$ cat config.mk
export PLATFORM = sky130hd
export DESIGN_NAME = cpu_sequencer_flat
export DESIGN_NICKNAME = d
export VERILOG_FILES = /design/src/rtl/cpu_pkg.sv /design/src/rtl/cpu_sequencer_if.sv /design/src/rtl/perf_counter.sv /design/src/rtl/cpu_sequencer.sv /design/src/flat_wrapper.sv
export SDC_FILE = /design/constraint.sdc
export NUM_CORES = 1
export LEC_CHECK = 0
export BUFFER_PORTS_ARGS = -buffer_cell sky130_fd_sc_hd__buf_2
export CAP_MARGIN = 25
export CORE_ASPECT_RATIO = 0.9
export CORE_MARGIN = 2
export CORE_UTILIZATION = 28
export DETAILED_ROUTE_END_ITERATION = 10
export PLACE_DENSITY = 0.46
export REMOVE_ABC_BUFFERS = 1
export SETUP_SLACK_MARGIN = 0.5
export SLEW_MARGIN = 5
export SYNTH_ARGS = -nofsm -noshare
export SYNTH_HDL_FRONTEND = slang
export SYNTH_SLANG_ARGS = --single-unit
export TNS_END_PERCENT = 5
$ cat constraint.sdc
create_clock -name clk -period 2.79 [get_ports clk]
set_clock_uncertainty 0.1 [all_clocks]
set_input_delay 0.279 -clock clk [delete_from_list [all_inputs] [get_ports clk]]
set_output_delay 0.279 -clock clk [all_outputs]
set_load 0.1 [all_outputs]
$ cat src/rtl/cpu_pkg.sv
// Shared types for the multi-cycle sequencer: state encoding, the one-hot
// instruction class and the writeback-class helper.
package cpu_pkg;

  typedef logic [2:0] state_t;

  localparam state_t ST_IDLE      = 3'd0;
  localparam state_t ST_FETCH     = 3'd1;
  localparam state_t ST_DECODE    = 3'd2;
  localparam state_t ST_EXECUTE   = 3'd3;
  localparam state_t ST_MEM       = 3'd4;
  localparam state_t ST_WRITEBACK = 3'd5;
  localparam state_t ST_TRAP      = 3'd6;

  // One bit per decoder class flag; exactly one is set for a legal instruction.
  typedef struct packed {
    logic r;
    logic i;
    logic load;
    logic store;
    logic branch;
    logic jal;
    logic jalr;
    logic lui;
    logic auipc;
  } instr_class_t;

  // Classes that write a result back to the register file.
  function automatic logic is_write_class(instr_class_t c);
    return c.r | c.i | c.load | c.jal | c.jalr | c.lui | c.auipc;
  endfunction

endpackage

$ cat src/rtl/cpu_sequencer_if.sv
// Control/handshake bundle between the sequencer, the decoder and the
// shared memory port.
interface cpu_sequencer_if;
  logic r_en, i_en, im_en, s_en, b_en, jal_en, jalr_en, lui_en, auipc_en;
  logic branch;
  logic mem_ready;
  logic mem_req, mem_fetch, mem_we;
  logic ir_load, pc_write, pc_sel, reg_write;
  logic illegal;

  modport master (
    input  r_en, i_en, im_en, s_en, b_en, jal_en, jalr_en, lui_en, auipc_en,
    input  branch, mem_ready,
    output mem_req, mem_fetch, mem_we, ir_load, pc_write, pc_sel, reg_write,
    output illegal
  );

  modport slave (
    output r_en, i_en, im_en, s_en, b_en, jal_en, jalr_en, lui_en, auipc_en,
    output branch, mem_ready,
    input  mem_req, mem_fetch, mem_we, ir_load, pc_write, pc_sel, reg_write,
    input  illegal
  );
endinterface

$ cat src/rtl/perf_counter.sv
// Free-running event counter with enable; wraps silently at 2^W.
module perf_counter #(
  parameter int W = 32
) (
  input  logic         clk,
  input  logic         reset,
  input  logic         en,
  output logic [W-1:0] cnt
);

  // Count enabled cycles, natural modulo-2^W wrap.
  always_ff @(posedge clk or posedge reset) begin
    // NOTE: sequential state uses non-blocking assignments so every flop
    // samples pre-edge values regardless of block ordering.
    if (reset) cnt <= '0;
    else if (en) cnt <= cnt + 1'b1;
  end

endmodule

$ cat src/rtl/cpu_sequencer.sv
// Multi-cycle control FSM: fetch, decode, execute, memory, writeback over a
// single shared memory port, plus cycle and retired-instruction counters.
module cpu_sequencer
  import cpu_pkg::*;
#(
  parameter int CNT_W = 32
) (
  input  logic             clk,
  input  logic             reset,
  cpu_sequencer_if.master  bus,
  output logic [CNT_W-1:0] cycle_cnt,
  output logic [CNT_W-1:0] instret_cnt
);

  state_t       state;
  instr_class_t cls;
  instr_class_t flags;
  logic         branch_taken;
  logic         illegal_q;

  assign flags = {bus.r_en, bus.i_en, bus.im_en, bus.s_en, bus.b_en,
                  bus.jal_en, bus.jalr_en, bus.lui_en, bus.auipc_en};

  // State transitions plus the decode-time class latch and sticky illegal flag.
  always_ff @(posedge clk or posedge reset) begin
    if (reset) begin
      state        <= ST_IDLE;
      cls          <= '0;
      branch_taken <= 1'b0;
      illegal_q    <= 1'b0;
    end else begin
      case (state)
        ST_IDLE:  state <= ST_FETCH;
        ST_FETCH: if (bus.mem_ready) state <= ST_DECODE;
        ST_DECODE: begin
          cls <= flags;
          if ($countones(flags) != 1) begin
            illegal_q <= 1'b1;
            state     <= ST_TRAP;
          end else begin
            state <= ST_EXECUTE;
          end
        end
        ST_EXECUTE: begin
          // Live flags are stale here; the latched class stands in for b_en.
          branch_taken <= cls.branch & bus.branch;
          state        <= (cls.load | cls.store) ? ST_MEM : ST_WRITEBACK;
        end
        ST_MEM:       if (bus.mem_ready) state <= ST_WRITEBACK;
        ST_WRITEBACK: state <= ST_FETCH;
        ST_TRAP:      state <= ST_TRAP;
        default:      state <= ST_IDLE;
      endcase
    end
  end

  // Output strobes decoded from state and latched class; ir_load is the only
  // term that also looks at mem_ready.
  always_comb begin
    // NOTE: every output gets a default first so no path leaves one
    // unassigned and infers a latch.
    bus.mem_req   = 1'b0;
    bus.mem_fetch = 1'b0;
    bus.mem_we    = 1'b0;
    bus.ir_load   = 1'b0;
    bus.pc_write  = 1'b0;
    bus.pc_sel    = 1'b0;
    bus.reg_write = 1'b0;
    case (state)
      ST_FETCH: begin
        bus.mem_req   = 1'b1;
        bus.mem_fetch = 1'b1;
        bus.ir_load   = bus.mem_ready;
      end
      ST_MEM: begin
        bus.mem_req = 1'b1;
        bus.mem_we  = cls.store;
      end
      ST_WRITEBACK: begin
        bus.pc_write  = 1'b1;
        bus.pc_sel    = cls.jal | cls.jalr | branch_taken;
        bus.reg_write = is_write_class(cls);
      end
      default: ;
    endcase
  end

  assign bus.illegal = illegal_q;

  perf_counter #(.W(CNT_W)) u_cycle_cnt (
    .clk   (clk),
    .reset (reset),
    .en    ((state != ST_IDLE) && (state != ST_TRAP)),
    .cnt   (cycle_cnt)
  );

  perf_counter #(.W(CNT_W)) u_instret_cnt (
    .clk   (clk),
    .reset (reset),
    .en    (state == ST_WRITEBACK),
    .cnt   (instret_cnt)
  );

endmodule
$ cat src/flat_wrapper.sv
// flat-port wrapper written by rule: the top's interface ports become plain ports
module cpu_sequencer_flat import cpu_pkg::*;
#(
  parameter int CNT_W = 32
)
  (clk, reset, cycle_cnt, instret_cnt, bus_r_en, bus_i_en, bus_im_en, bus_s_en, bus_b_en, bus_jal_en, bus_jalr_en, bus_lui_en, bus_auipc_en, bus_branch, bus_mem_ready, bus_mem_req, bus_mem_fetch, bus_mem_we, bus_ir_load, bus_pc_write, bus_pc_sel, bus_reg_write, bus_illegal);
  cpu_sequencer_if bus_i ();
  input  logic clk;
  input  logic reset;
  output logic [CNT_W-1:0] cycle_cnt;
  output logic [CNT_W-1:0] instret_cnt;
  input wire logic [$bits(bus_i.r_en)-1:0] bus_r_en;
  input wire logic [$bits(bus_i.i_en)-1:0] bus_i_en;
  input wire logic [$bits(bus_i.im_en)-1:0] bus_im_en;
  input wire logic [$bits(bus_i.s_en)-1:0] bus_s_en;
  input wire logic [$bits(bus_i.b_en)-1:0] bus_b_en;
  input wire logic [$bits(bus_i.jal_en)-1:0] bus_jal_en;
  input wire logic [$bits(bus_i.jalr_en)-1:0] bus_jalr_en;
  input wire logic [$bits(bus_i.lui_en)-1:0] bus_lui_en;
  input wire logic [$bits(bus_i.auipc_en)-1:0] bus_auipc_en;
  input wire logic [$bits(bus_i.branch)-1:0] bus_branch;
  input wire logic [$bits(bus_i.mem_ready)-1:0] bus_mem_ready;
  output wire logic [$bits(bus_i.mem_req)-1:0] bus_mem_req;
  output wire logic [$bits(bus_i.mem_fetch)-1:0] bus_mem_fetch;
  output wire logic [$bits(bus_i.mem_we)-1:0] bus_mem_we;
  output wire logic [$bits(bus_i.ir_load)-1:0] bus_ir_load;
  output wire logic [$bits(bus_i.pc_write)-1:0] bus_pc_write;
  output wire logic [$bits(bus_i.pc_sel)-1:0] bus_pc_sel;
  output wire logic [$bits(bus_i.reg_write)-1:0] bus_reg_write;
  output wire logic [$bits(bus_i.illegal)-1:0] bus_illegal;
  assign bus_i.r_en = bus_r_en;
  assign bus_i.i_en = bus_i_en;
  assign bus_i.im_en = bus_im_en;
  assign bus_i.s_en = bus_s_en;
  assign bus_i.b_en = bus_b_en;
  assign bus_i.jal_en = bus_jal_en;
  assign bus_i.jalr_en = bus_jalr_en;
  assign bus_i.lui_en = bus_lui_en;
  assign bus_i.auipc_en = bus_auipc_en;
  assign bus_i.branch = bus_branch;
  assign bus_i.mem_ready = bus_mem_ready;
  assign bus_mem_req = bus_i.mem_req;
  assign bus_mem_fetch = bus_i.mem_fetch;
  assign bus_mem_we = bus_i.mem_we;
  assign bus_ir_load = bus_i.ir_load;
  assign bus_pc_write = bus_i.pc_write;
  assign bus_pc_sel = bus_i.pc_sel;
  assign bus_reg_write = bus_i.reg_write;
  assign bus_illegal = bus_i.illegal;
  cpu_sequencer #(.CNT_W(CNT_W)) u_core (.clk(clk), .reset(reset), .bus(bus_i), .cycle_cnt(cycle_cnt), .instret_cnt(instret_cnt));
endmodule
==> flow_metrics.py <==
metrics = {
    "synth": {
        "ys.warnings.count": 0,
        "synth_edf_count": 0,
        "synth_flop_cell": "dfrtp_1",
        "ys_async_sr_fraction": 1.000,
        "ys_seq_area_frac": 0.5060,
        "avgSynthCellArea_um2": 11.05,
        "ys_ff_latch": 78,
        "synth_area_um2": 3857,
        "synth.distinct_cells": 41,
        "synth_cells": 349,
    },
    "route": {
        "drc_errors": 0,
        "drtAntennaViolNets": 0,
        "viasPerCell": 4.666,
        "drt_iter0_drc": 165,
        "wirelength_um": 8885,
        "drtPass1Iterations": 5,
        "wl_per_cell_um": 14.49,
        "vias": 2860,
    },
    "cells_and_area": {
        "n_antenna_cell": 0,
        "fillCellCount": 1378,
        "multiInputGateArea_um2": 1869,
        "ff_latch_area_um2": 1953,
        "drive_gt1_frac": 0.3079,
        "nNetsFinal": 466,
        "area_delta_synth_final_pct": 26.56,
        "finalInstanceArea_um2": 4882,
        "fin_cells": 613,
    },
    "power_and_ir_drop": {
        "peakVddDrop_v": 0.0008686,
        "power.total_mw": 4.423,
        "p_leak_nw": 2.481,
        "p_per_area_nw_per_um2": 906.0,
    },
    "status": {
        "violations": "negative setup slack",
        "status": "complete, but fails checks",
    },
    "critical_path": {
        "cp-end-kind": "flop",
        "critical_path_arrival_ns": 3.13,
        "r2r_slack_ns": 0.80,
        "cp_max_fo": 2,
        "worstSetupStartpointType": "input port",
        "critical_path_class": "input port to flop",
        "regToRegStartpoint": "u_core.u_cycle_cnt.cnt[2]",
        "timing.rr.end": "u_core.u_cycle_cnt.cnt[26]",
        "r2r_cells": 4,
        "crit_required_ns": 2.94,
    },
    "sta": {
        "layout_setup_ws_ns": -0.1857,
        "setup_viol": 3,
        "rsz0062_at_grt": "true",
        "max_slew.worst_pin.slew_ns": 0.7838,
        "relSlewSlack": 0.4755,
        "whs_ns": 0.07285,
        "max_clock_freq_ghz": 0.3361,
        "drv_slew": 0,
        "finalCriticalPeriod_ns": 2.976,
        "fin_crit_sh": 1.067,
        "hold_violations": 0,
    },
    "hold_path": {
        "holdPathStages": 2,
        "whs_endpoint": "u_core.cls[4]",
        "hold_class": "input port to flop",
        "worstHoldStart": "bus_b_en",
    },
    "placed_design": {
        "gp_congestion": 0.7801,
        "pre_cts_ws_ns": -0.9679,
        "port_buffers": 84,
        "placed_cells": 597,
        "placed_cell_area_um2": 4479,
        "dp_hpwl_um": 6237,
    },
    "job": {
        "maxCapViolations": 0,
    },
    "floorplan": {
        "num_rows": 40,
        "io_pins": 85,
        "core_um2": 13410,
        "die_area_um2": 14730,
        "start_util": 0.2876,
        "die_y_um": 115.4,
        "dieWidth_um": 127.7,
    },
    "grt": {
        "grt_max_degree": 44,
        "grt_pass1_wl_um": 14580,
        "track_usage": 0.1283,
        "antenna_found_initial": 0,
        "gr-total-overflow": 0,
        "grt_pass1_vias": 2764,
    },
    "cts": {
        "cts_sinks": 78,
        "tritoncts": "done",
        "clk_pin_slew_ns": 0.06,
        "root_buffer": "clkbuf_16",
        "cts_buffer_depth": 2,
        "cts_buffers": 9,
        "h-tree-depth": 3,
        "clk_latency_ns": 0.34,
    },
}
## synthesized netlist by cell type, types with 2 or more instances
cell type	count	area (µm²)
nand3_1	24	120.1
xor2_1	37	324.1
inv_1	17	63.81
ha_1	7	87.58
o21ai_0	3	15.01
nand4_1	14	87.58
nor2_1	20	75.07
a21o_1	2	15.01
fa_1	5	100.1
nor3b_1	2	15.01
dfrtp_1	78	1952
nor3_1	18	90.09
mux2_2	10	112.6
and2_1	3	18.77
nand2_1	28	105.1
nor4_2	2	25.02
buf_2	3	15.01
and3_1	7	43.79
a21oi_1	3	15.01
xnor2_1	25	219.0
and4_1	7	61.31
nor4_1	12	75.07
buf_4	4	30.03
## flip-flops by register name, indices dropped and copies added, names as in the netlist
signal / flops
u_core.branch_taken: 1
u_core.bus.illegal: 1
u_core.cls: 9
u_core.state: 3
u_core.u_cycle_cnt.cnt: 32
u_core.u_instret_cnt.cnt: 32
## worst max-delay path by stage
| stage | startpoint | to | slack (ns) | cells past startpoint |
|---|---|---|---|---|
| 3_5_place_dp | bus_im_en | u_core.state[0] | -0.97 | 12 |
| 3_3_place_gp | bus_im_en | u_core.state[0] | -0.88 | 12 |
| 2_1_floorplan | bus_im_en | u_core.state[0] | -0.68 | 11 |
| 4_1_cts | bus_jal_en | u_core.state[0] | -0.26 | 12 |
| 5_1_grt | bus_b_en | u_core.state[0] | -0.30 | 12 |
| 6_report | bus_b_en | u_core.state[0] | -0.19 | 12 |
## kinds of logic after synthesis
logic type	count (synthesis)	share of synthesized area
AND/OR/NAND/NOR	146	0.2160
flip-flops	78	0.5060
XOR/XNOR	63	0.1450
buffers and inverters	27	0.03308
AO/OA/AOI/OAI	13	0.02205
adder cells (fa/ha/maj)	12	0.04865
multiplexers	10	0.02919
## worst max-delay path: stages
cell      delay, ns
buf_8          0.10
ha_4           0.25
inv_2          0.03
fa_2           0.56
inv_2          0.04
fa_2           0.37
ha_4           0.17
fa_1           0.42
or4b_4         0.52
o21ai_4        0.15
a21oi_2        0.05
a211oi_2       0.19
## layout by cell type, fill, tap and decap left out, drive strengths merged, types with 2 or more instances in the layout
cell and n:
clkbuf 14, a21oi 3, nand2 28, fa 5, nand3 24, ha 7, a21o 2, buf 88
nor3b 2, nand4 16, nor3 18, xor2 38, o211ai 2, o21ai 4, nor4 15, clkinv 3
mux2 10, nand3b 2, inv 17, xnor2 25, and3 7, and4 7, and2 3, nor2 20
dfrtp 78
## report_power, final
group	internal, mW	switching (mW)	total [mW]
Clock	0.595	0.433	1.03
Combinational	0.431	1.40	1.83
Sequential	1.32	0.248	1.56
## final cells by class
class | instances | area share
Multi-Input combinational cell | 244 | 0.3829
Clock inverter | 2 | 0.002050
Sequential cell | 78 | 0.4001
Inverter | 18 | 0.01410
Clock buffer | 13 | 0.04921
Timing Repair Buffer | 90 | 0.1087
Tap cell | 168 | 0.04305
## timing repair
item / CTS / global route
pin swaps: 11 / 8
gates resized for setup: 27 / 10
setup endpoints to repair: 3 / 7
hold endpoints to repair: 35 / 0
hold buffers: 1 / 0
setup buffers: 0 / 0
## layer usage
metal  vias up  track usage  part of all wire
li1       1398            -                 -
met1      1398       0.1668              0.47
met2        56       0.1971              0.46
met3         8      0.04328             0.050
met4         0      0.05275             0.018
met5         -            0                 0
## through the flow
| step | TNS [ns] | util |
|---|---|---|
| finish | -0.2845 | 0.3640 |
| detailed placement | -2.474 | 0.3340 |
| floorplan | -2.770 | - |
| global route | -0.6389 | 0.3640 |
| CTS | -0.4550 | 0.3613 |
| global placement | -2.251 | 0.3340 |
Note: power is estimated with default switching activity, not from simulation.
